<file path="src/rtl/cdc_fifo_read_ctrl.sv">
// Read-side pointer/handshake controller for a dual-clock FIFO with a one-entry show-ahead output register.
// Optional sticky underflow flag is enabled by defining CDC_FIFO_RD_UNDERFLOW_EN.
module cdc_fifo_read_ctrl #(
  parameter int ADDR_WIDTH = 4,
  parameter int DATA_WIDTH = 8
) (
  input  logic                  clock,
  input  logic                  reset,
  input  logic [ADDR_WIDTH:0]   wptr_gray_sync,
  output logic [ADDR_WIDTH:0]   rptr_gray,
  output logic [ADDR_WIDTH-1:0] mem_raddr,
  input  logic [DATA_WIDTH-1:0] mem_rdata,
  output logic [DATA_WIDTH-1:0] rd_data,
  output logic                  rd_valid,
  input  logic                  rd_ready,
  output logic                  empty,
  output logic [ADDR_WIDTH:0]   level,
  output logic                  underflow
);

  localparam int PW = ADDR_WIDTH + 1;

  function automatic logic [PW-1:0] bin2gray(input logic [PW-1:0] b);
    return b ^ (b >> 1);
  endfunction

  function automatic logic [PW-1:0] gray2bin(input logic [PW-1:0] g);
    logic [PW-1:0] b;
    b[PW-1] = g[PW-1];
    for (int i = PW - 2; i >= 0; i--) begin
      b[i] = b[i+1] ^ g[i];
    end
    return b;
  endfunction

  logic [PW-1:0] rbin;
  logic [PW-1:0] rbin_next;
  logic [PW-1:0] wbin;
  logic          mem_nonempty;
  logic          pop;
  logic          load;

  assign wbin         = gray2bin(wptr_gray_sync);
  assign rbin_next    = rbin + {{(PW-1){1'b0}}, 1'b1};
  assign mem_nonempty = (rptr_gray != wptr_gray_sync);
  assign pop          = rd_valid && rd_ready;
  // Refill the output register whenever it is empty or being drained this cycle.
  assign load         = mem_nonempty && (!rd_valid || rd_ready);

  assign mem_raddr = rbin[ADDR_WIDTH-1:0];
  assign empty     = !rd_valid;
  assign level     = wbin - rbin;

  always_ff @(posedge clock or posedge reset) begin
    if (reset) begin
      rbin      <= '0;
      rptr_gray <= '0;
      rd_valid  <= 1'b0;
      rd_data   <= '0;
    end else if (load) begin
      rd_data   <= mem_rdata;
      rbin      <= rbin_next;
      rptr_gray <= bin2gray(rbin_next);
      rd_valid  <= 1'b1;
    end else if (pop) begin
      rd_valid  <= 1'b0;
    end
  end

`ifdef CDC_FIFO_RD_UNDERFLOW_EN
  always_ff @(posedge clock or posedge reset) begin
    if (reset) begin
      underflow <= 1'b0;
    end else if (rd_ready && !rd_valid) begin
      underflow <= 1'b1;
    end
  end
`else
  assign underflow = 1'b0;
`endif

endmodule

</file>
<file path="config.mk">
export PLATFORM = sky130hd
export DESIGN_NAME = cdc_fifo_read_ctrl
export DESIGN_NICKNAME = d
export VERILOG_FILES = /design/src/rtl/cdc_fifo_read_ctrl.sv
export SDC_FILE = /design/constraint.sdc
export NUM_CORES = 1
export LEC_CHECK = 0
export CAP_MARGIN = 20
export CORE_MARGIN = 1.5
export CORE_UTILIZATION = 45
export CTS_BUF_LIST = sky130_fd_sc_hd__clkbuf_4 sky130_fd_sc_hd__clkbuf_8
export CTS_CLUSTER_DIAMETER = 200
export DETAILED_ROUTE_END_ITERATION = 12
export GPL_TIMING_DRIVEN = 1
export PLACE_DENSITY = 0.91
export SETUP_SLACK_MARGIN = 0.1
export SLEW_MARGIN = 40
export SYNTH_ARGS = -nofsm -noshare
export SYNTH_HDL_FRONTEND = slang
export SYNTH_SLANG_ARGS = --single-unit
</file>
<file path="constraint.sdc">
create_clock -name clock -period 4.1 [get_ports clock]
set_input_delay 0.82 -clock clock [delete_from_list [all_inputs] [get_ports clock]]
set_output_delay 0.82 -clock clock [all_outputs]
set_load 0.05 [all_outputs]
</file>
-- After elaboration in Yosys (flattened, before gate mapping)
Cells that the tools add are included.
- reduce and logical (&&, ||, !) cells: 5
- equal/unequal tests: 1
- $add $sub $neg: 2
- multiplexer cells: 2
- bitwise logic cells: 5
- operators with widths (kind ; number):
    adder 5 x 1 -> 5 bit (second input constant) ; 1
    != test 5 bit ; 1
    subtractor 5 bit ; 1
    XOR 5 x 4 -> 5 bit ; 1
    XOR 1 bit ; 4
    logical AND 1 bit ; 2
    two-way mux 1 bit ; 2
    nonzero test 2 bit ; 1
    logical NOT 1 bit ; 1
    logical OR 1 bit ; 1
- bits in registers: 19

-- Depth between registers and ports, before layout
Gate-level depths: netlist (run 1).
- depth after elaboration: 5
- depth in mapped cells: 10

-- Worst setup path after synthesis (run 1)
No wires, ideal clock.
- path type: in2out
- from: input port wptr_gray_sync[4]
- to: output port level[4]
- buffers on the path: 0
- data required time: 3.280 ns
- arrival: 3.183 ns
- setup slack: 0.097 ns
- cell stages on the path: 10
- cells stage by stage: xor2_1 > xnor2_1 > xor2_1 > xor2_1 > ha_1 > fa_1 > inv_1 > a21o_1 > a21oi_1 > xor2_1
- word-level cells in the longest chain between the ends: 5
- RTL lines (item ; RTL line ; RTL):
    from (decl) ; 9 ; input logic [ADDR_WIDTH:0] wptr_gray_sync,
    XOR 1 bit (4 in series) ; 31 ; b[i] = b[i+1] ^ g[i];
    subtractor 5 bit (*) ; 52 ; assign level = wbin - rbin;
    to (decl) ; 17 ; output logic [ADDR_WIDTH:0] level,
Mark *: on every way between the ends. The rest lies on a longest branch, timed or not.

-- Worst setup path after layout (run 1)
- from: input port wptr_gray_sync[1]
- to: output port level[4]
- word-level cells in the longest chain between the ends: 3
- RTL lines (item ; RTL line):
    XOR 1 bit (*) ; 31
    XOR 1 bit ; 31
    subtractor 5 bit (*) ; 52
Marks and branches as above.

==> results of run 1 <==
## synth_stat cells (all sizes together)
| cell | instances | area, um^2 |
|---|---|---|
| nand2 | 3 | 11.26 |
| ha | 5 | 62.56 |
| conb | 1 | 3.750 |
| nand2b | 1 | 6.260 |
| xor2 | 11 | 96.34 |
| a21oi | 2 | 10.01 |
| o211ai | 3 | 22.52 |
| o21a | 1 | 15.01 |
| nor2 | 1 | 3.750 |
| nand4 | 1 | 6.260 |
| fa | 1 | 20.02 |
| a21boi | 1 | 7.510 |
| or4 | 1 | 11.26 |
| buf | 2 | 27.53 |
| xnor2 | 11 | 96.34 |
| dfrtp | 18 | 450.4 |
| clkbuf | 1 | 3.750 |
| o22ai | 1 | 6.260 |
| inv | 11 | 41.29 |
| and3 | 2 | 12.51 |
| a21o | 2 | 15.01 |
| mux2 | 13 | 180.2 |
## kinds of logic (layout without fill, tap and decap cells)
kind of cell    Yosys count  count (layout)  share of synthesized area (%)
other cells               1               1                         0.3379
compound gates           10              10                          6.877
simple gates              9               9                          4.622
mux                      13              13                          16.23
fa+ha+maj                 6               6                          7.441
xor+xnor                 22              22                          17.36
flops                    18              18                          40.59
buf+inv                  14              62                          6.539
## timing repair
item	4_1_cts	5_1_grt
buffers inserted	2	2
setup endpoints to repair	3	1
pin swaps	3	5
resized for setup	8	5
## worst min-delay path by stage
stage / slack [ps] / endpoint / cells past startpoint
after floorplan: 760 / rbin[0] / 1
after global placement: 490 / rd_data[1] / 1
after detailed placement: 490 / rd_data[4] / 1
after CTS: 520 / rd_data[1] / 1
after global routing: 540 / rd_data[0] / 1
final: 510 / rd_data[1] / 1
## per-layer routing
metal	up-vias	share of wire, %	wire length, um	GRT usage [%]
met5	-	0	0	0
met4	0	1.2	29	6.410
met3	3	5.9	141	2.286
met2	37	53	1259	37.08
met1	392	40	941	22.14
li1	396	-	-	-
## registers in the layout, summed over array words and instances (netlist names)
register   count
rd_data        8
rd_valid       1
rptr_gray      5
rbin           4
## per-stage QoR
step | instances | setup slack, ps | instance area (um^2)
after global routing | 169 | 202.9 | 1678
after CTS | 167 | 114.0 | 1663
after global placement | 161 | -74.61 | 1592
after floorplan | 93 | 239.1 | 1117
after detailed placement | 161 | -216.9 | 1592
final | 169 | 306.8 | 1678
## final cells by class
class                   instances  area [um^2]  share of cell area, %
multi-input cells              61        625.6                  37.29
well taps                      28        35.03                  2.088
clock buffers                   4        36.28                  2.163
inverters                      11        41.29                  2.461
flip-flops and latches         18        450.4                  26.85
repair buffers                 47        489.2                  29.16
## critical path, cell delays in order
cell and delay (ps):
clkdlybuf4s50_1 520, xor2_1 160, buf_4 140, xor2_2 130, ha_2 210, fa_2 220, inv_1 40, a21o_1 190
a21oi_2 180, xor2_2 200, buf_12 160
==> run metrics, run 1 <==
total clock buffers created by CTS=3; DR WL/cell=14.03 um; global route overflow=0; P&R area growth vs syn=51.18%; DRT antenna net count=0; Final HPWL DP=1816 um; Hold Fails Final Rpt=0; Mapped Area=1110 um^2; Slew HR=56.37%; fraction of layout instances using a drive strength above 1=29.08%; First DRT Iteration DRCs=1; clk slew on worst S/H paths=90 ps; Hold Slack=512.9 ps; post-layout util=73.72%; Final period util=92.52%; max-cap violations=0; clk_lat worst skew=300 ps; synth unique cells=24; initial antenna violation count=0; Die Y=52.66 um; synthesized area per cell=11.93 um^2; Slew @ Worst Pin=653.7 ps; status=complete, no violations; Root Buffer=clkbuf_4; Setup crit end kind=output pin; Sum Neg Setup Slack=0 ps; sequential cell area fraction in the yosys report=40.59%; FILL cells=168; Bufs on Longest Clock Path=2; Final Setup Violations=0; largest net degree at the start of global routing=19; CTS sink count=18; # hold bufs at CTS=0; worst r2r dst=rd_data[6]; Period minus WS final=3793 ps; core area=2276 um^2; Residual DRC=0; worst path required time=3280 ps; WS Path Type=input pin to output pin; commonest non-fill, non-tap cell in the layout=clkdlybuf4s50_1; crit path DAT=2970 ps; Port Buf Inserts=39; hold_sp=rd_data[1]; Initial Util=48.76%; RSZ-0062 raised after global routing=false; Tot GR Track Use=19.49%; Worst Skew=6.386 ps; flop2flop setup slack=2170 ps; DIE AREA=2773 um^2; type of origin of the critical path=input pin; standard-cell rows=17; H-tree Lvls=1; first-pass GRT wire length=3919 um; nets=164; CP endpoint=level[4]; I/O Pins=41; reg-to-reg startpoint=rptr_gray[1]; Pre-Repair DR Iteration Count=2; vias per inst=4.899; Min-Delay Path Class=register to register; Synth Net Count=115; crit path max fanout=2; number of diodes=0; die extent in x=52.66 um; Critical path origin=wptr_gray_sync[1]; Placer Congestion=0.7231; Slew Limit Fails=0; Via Count=828; f_max=0.2636 GHz; Post-Synthesis Cells=93; vias in the first global route=920; most frequent cells in the layout=clkdlybuf4s50_1, dfrtp_1, inv_1; TritonCTS clock tree=done; R2R depth=4; WL final=2371 um; Synth Warn #=0; Yosys reg bits=18
Power of run 1 is left out: the tool's default activity adds up to more than one toggle a clock period on the data nets, which glitch-free logic cannot reach.
==> inputs of run 2 (changes only) <==
- CORE_ASPECT_RATIO: default -> 0.5
- CORE_UTILIZATION: 45 -> 41
- PLACE_DENSITY: 0.91 -> 0.88
- clock period: 4.1 -> 3.07 ns (I/O delays scaled with it)
==> run 2 against run 1 <==
Net effect:
- the run now ends with negative setup slack left
- via count up 3.0%
- count of clock-buffer cells in the layout unchanged
- cell count grew 8.9%
- critical path depth grew 1
- sequential cell count unchanged
- highest routed layer unchanged
- first-iteration DRC count grew to 12 times the previous value
- wire length up 2.1%
==> run metrics, run 2 (synthesized netlist as in run 1, its figures left out) <==
status=finished with violations; failing checks=negative setup slack; I/O Pins=41 (unchanged); Period minus WS final=3240 ps; Slew Limit Fails=0 (unchanged); WL final=2420 um (+2.1%); First DRT Iteration DRCs=12 (+11); fraction of layout instances using a drive strength above 1=36.73% (+7.7 points); setup slack at placement=-683.8 ps (-467.0 ps); CTS sink count=18 (unchanged); Final period util=105.5%; Top Layer Used=met4; DRT antenna net count=0 (unchanged); vias per inst=4.636 (-5.4%); slowest CP cell=xnor2_2; Hold Fails Final Rpt=0 (unchanged); worst r2r dst=rd_data[3]; crit path DAT=2630 ps (-340 ps); Worst Skew=8.101 ps (+1.715 ps); Min-Delay Path Class=register to register; reg-to-reg startpoint=rptr_gray[4]; Post-Layout Cell Count=184 (+8.9%); flop2flop setup slack=1060 ps (-1110 ps); most frequent cells in the layout=clkdlybuf4s50_1, dfrtp_1, buf_4; max-cap violations=0 (unchanged); first-pass GRT wire length=3760 um (-4.1%); max reg flops=8 (unchanged); hold path endpoint=rd_data[7]; Final Setup Violations=3 (+3); Via Count=853 (+3.0%); CP top delay family=XOR/XNOR gates; Slew @ Worst Pin=664.0 ps (+10.27 ps); Setup crit end kind=output pin; WL met2=1321 um (+4.9%); Final HPWL DP=1863 um (+2.6%); CP Cell Sequence=buf_8 -> xor2_4 -> xnor2_2 -> xor2_2 -> xor2_1 -> ha_2 -> fa_2 -> inv_2 -> a21o_1 -> a21oi_4 -> xor2_4 -> buf_12; # hold bufs at CTS=0 (unchanged); max incr delay on CP=240 ps (-280 ps); largest register by flop count=rd_data; number of diodes=0 (unchanged); nets=170 (+3.7%); Tot GR Track Use=16.94% (-2.6 points); hold path depth=1 (unchanged); largest net degree at the start of global routing=19 (unchanged); post-layout util=71.50% (-2.2 points); Slew HR=55.69% (-0.69 points); DRT met1 WL=1036 um (+10%); initial antenna violation count=0 (unchanged); clk slew on worst S/H paths=60 ps (-30 ps); Worst path most repeated cell=xor2_4; DIE AREA=3047 um^2 (+9.9%); Routed met3 length=41 um (-71%); commonest non-fill, non-tap cell in the layout=clkdlybuf4s50_1; H-tree Lvls=1 (unchanged); R2R depth=5 (+1); final worst setup slack=-170.1 ps (-477.0 ps); Die Y=39.79 um (-24%); Residual DRC=0 (unchanged); Largest regs=rd_data x8, rptr_gray x5, rbin x4; Pre-Repair DR Iteration Count=4 (+2); Initial Util=42.91% (-5.9 points); Bufs on Longest Clock Path=2 (unchanged); Buf+Inv Stages, Crit Path=3 (-1); TritonCTS clock tree=done; P&R area growth vs syn=66.63%; standard-cell rows=13 (-4); crit path max fanout=2 (unchanged); clk_lat worst skew=250 ps (-50 ps); Placer Congestion=0.7896 (+9.2%); f_max=0.3086 GHz; worst path required time=2460 ps (-820 ps); type of origin of the critical path=input pin; vias in the first global route=800 (-13%); Port Buf Inserts=39 (unchanged); WS Path Type=input pin to output pin; Hold Slack=506.8 ps (-6.064 ps); die extent in x=76.58 um (+45%); DR WL/cell=13.15 um (-6.3%); Inst Count DP=175 (+8.7%); core area=2586 um^2 (+14%); RSZ-0062 raised after global routing=true; total clock buffers created by CTS=3 (unchanged); hold_sp=rd_data[7]; Root Buffer=clkbuf_8; global route overflow=0 (unchanged)
==> run 2: cell count changes in the layout (fill, tap and decap cells not counted), moves of 2 or more <==
cell,before,now
inv_2,0,3
buf_4,8,13
xor2_4,0,2
clkbuf_2,2,0
buf_8,0,2
xor2_2,3,1
xnor2_1,10,8
clkbuf_4,3,0
inv_1,11,8
clkbuf_8,1,4
==> run 2: worst max-delay path by stage <==
stage / startpoint / to / slack (ps) / cells past startpoint
2_1_floorplan: wptr_gray_sync[4] / level[4] / -130 / 10
3_5_place_dp: wptr_gray_sync[4] / level[4] / -680 / 12
4_1_cts: wptr_gray_sync[3] / level[4] / -190 / 12
6_report: wptr_gray_sync[4] / level[4] / -170 / 12
5_1_grt: wptr_gray_sync[4] / level[4] / -270 / 12
3_3_place_gp: wptr_gray_sync[4] / level[4] / -610 / 12
==> run 2: cell type report <==
class,count,area [um^2]
multi-input combinational,61,698.2
sequential,18,450.4
timing repair buffer,53,558.0
fill,163,737.0
inverter,11,41.29
tap,37,46.29
clock buffer,4,55.05
==> run 2: through the flow <==
step / instance area, um^2 / TNS (ps)
after floorplan: 1186 / -125.1
after global placement: 1709 / -1847
after detailed placement: 1709 / -2138
after CTS: 1812 / -185.6
after global routing: 1849 / -601.8
final: 1849 / -338.8
==> run 2: repair_timing <==
item                       in CTS  in global routing
gates resized for setup        21                  4
setup endpoints to repair       5                  4
pin swaps                      12                  9
buffers inserted                2                  5
==> run 2: layer usage <==
layer / global-route usage (%) / vias up
met1: 19.44 / 430
met4: 4.167 / 0
met5: 0 / -
met2: 33.26 / 11
met3: 4.186 / 2
li1: - / 410
Power of run 2 is left out for the same reason.
==> inputs of run 3 (changes only) <==
- PLACE_DENSITY: 0.88 -> 0.78
==> run 3 against run 2 <==
Net effect:
- the flow still finishes with violations (negative setup slack)
- hold slack barely moved
- global-route usage is 0.97 points lower
- sequential cell count did not move
- cell count shrank 1.1%
- wire length decreased by 4.2%
- count of clock-buffer cells in the layout stayed put
- maximum frequency decreased by 0.84%
- cell area is 0.81% lower
- register-to-register slack is essentially flat
- clock skew decreased by 4.3 ps
- worst setup slack worse by 28 ps
- sequential share of layout area up 0.20 points
==> run metrics, run 3 (synthesized netlist as in run 1, its figures left out) <==
status=finished with violations; failing checks=negative setup slack; Final period util=106.4% (+0.90 points); Root Buffer=clkbuf_8; Slew Limit Fails=0 (unchanged); Placer Congestion=0.8138 (+3.1%); Hold Fails Final Rpt=0 (unchanged); slowest CP cell=ha_2; core area=2586 um^2 (unchanged); global route overflow=0 (unchanged); vias in the first global route=741 (-7.4%); first-pass GRT wire length=3532 um (-6.1%); CTS sink count=18 (unchanged); worst r2r dst=rd_data[2]; P&R area growth vs syn=65.28%; setup slack at placement=-671.0 ps (+12.85 ps); DRT antenna net count=0 (unchanged); die extent in x=76.58 um (unchanged); number of diodes=0 (unchanged); hold_sp=rd_data[7]; Final HPWL DP=1738 um (-6.7%); Tot GR Track Use=15.97% (-0.97 points); vias per inst=4.643 (+0.15%); Initial Util=42.91% (unchanged); reg-to-reg startpoint=rptr_gray[4]; total clock buffers created by CTS=3 (unchanged); standard-cell rows=13 (unchanged); H-tree Lvls=1 (unchanged); Die Y=39.79 um (unchanged); Residual DRC=0 (unchanged); nets=168 (-1.2%); WL final=2319 um (-4.2%); Hold Slack=506.3 ps (-0.4780 ps); R2R depth=5 (unchanged); initial antenna violation count=0 (unchanged); type of origin of the critical path=input pin; Slew HR=55.22% (-0.46 points); final worst setup slack=-197.7 ps (-27.61 ps); DIE AREA=3047 um^2 (unchanged); Pre-Repair DR Iteration Count=2 (-2); Min-Delay Path Class=register to register; I/O Pins=41 (unchanged); DR WL/cell=12.74 um (-3.1%); Worst Skew=3.757 ps (-4.344 ps); crit path DAT=2650 ps (+20 ps); WS Path Type=input pin to output pin; TritonCTS clock tree=done; Setup crit end kind=output pin; max-cap violations=0 (unchanged); First DRT Iteration DRCs=11 (-1); RSZ-0062 raised after global routing=true; clk slew on worst S/H paths=70 ps (about the same); Port Buf Inserts=39 (unchanged); max incr delay on CP=230 ps (about the same); Via Count=845 (-0.94%); worst path required time=2460 ps (about the same); flop2flop setup slack=1060 ps (about the same); Slew @ Worst Pin=670.9 ps (+6.926 ps); hold path endpoint=rd_data[7]; CP Cell Sequence=buf_8 -> xor2_4 -> xnor2_2 -> xor2_2 -> xor2_1 -> ha_2 -> fa_2 -> inv_2 -> a21o_1 -> a21oi_4 -> xor2_4 -> buf_12; commonest non-fill, non-tap cell in the layout=clkdlybuf4s50_1; max reg flops=8 (unchanged); largest register by flop count=rd_data; f_max=0.3060 GHz (-0.84%); crit path max fanout=2 (unchanged); Worst path most repeated cell=xor2_4; clk_lat worst skew=260 ps (about the same); fraction of layout instances using a drive strength above 1=36.55% (-0.18 points); Bufs on Longest Clock Path=2 (unchanged); Final Setup Violations=3 (unchanged); Largest regs=rd_data x8, rptr_gray x5, rbin x4; largest net degree at the start of global routing=19 (unchanged); most frequent cells in the layout=clkdlybuf4s50_1, dfrtp_1, buf_4; Period minus WS final=3268 ps (+27.61 ps); hold path depth=1 (unchanged)
-- run 3: changes by cell type in the layout (fill, tap and decap cells not counted), sizes merged --
cell | previous run | this run
buf | 21 | 19
-- run 3: worst max-delay path by stage --
stage                            from  endpoint  slack, ps  cells past startpoint
finish              wptr_gray_sync[4]  level[4]       -200                     12
global route        wptr_gray_sync[4]  level[4]       -280                     12
CTS                 wptr_gray_sync[3]  level[4]       -180                     12
detailed placement  wptr_gray_sync[4]  level[4]       -670                     12
global placement    wptr_gray_sync[4]  level[4]       -620                     12
floorplan           wptr_gray_sync[4]  level[4]       -130                     10
-- run 3: area by class of cell --
cell class / count / area, um^2
clock buffer: 4 / 55.05
fill: 182 / 752.0
inverter: 11 / 41.29
multi-input combinational: 61 / 698.2
sequential: 18 / 450.4
tap: 37 / 46.29
timing repair buffer: 51 / 543.0
-- run 3: through the flow --
| step | area (um^2) | util, % | setup TNS, ps | cells |
|---|---|---|---|---|
| after global placement | 1709 | 66.09 | -1855 | 175 |
| after global routing | 1834 | 70.92 | -605.4 | 182 |
| final | 1834 | 70.92 | -385.2 | 182 |
| after CTS | 1831 | 70.78 | -230.9 | 182 |
| after detailed placement | 1709 | 66.09 | -2080 | 175 |
| after floorplan | 1186 | - | -125.1 | 93 |
-- run 3: per-layer routing --
layer | up-vias | global-route usage (%) | part of all wire (%)
met5 | - | 0 | 0
met4 | 0 | 5.556 | 0.99
met3 | 5 | 4.186 | 2.9
met2 | 14 | 29.24 | 53
met1 | 417 | 18.99 | 43
li1 | 409 | - | -
-- run 3: what timing repair did --
item,CTS,global route
pin swaps,13,9
setup endpoints to repair,5,4
gates resized for setup,23,4
buffers inserted,3,1
hold buffers,0,0
-- run 3: critical path: cells and delay by family --
kind / cells / cell delay (ps)
AOI/OAI and AO/OA: 2 / 340
adders and majority gates: 2 / 460
xor gates and xnor gates: 5 / 950
buffers and inverters: 3 / 290
Power of run 3 is left out for the same reason.
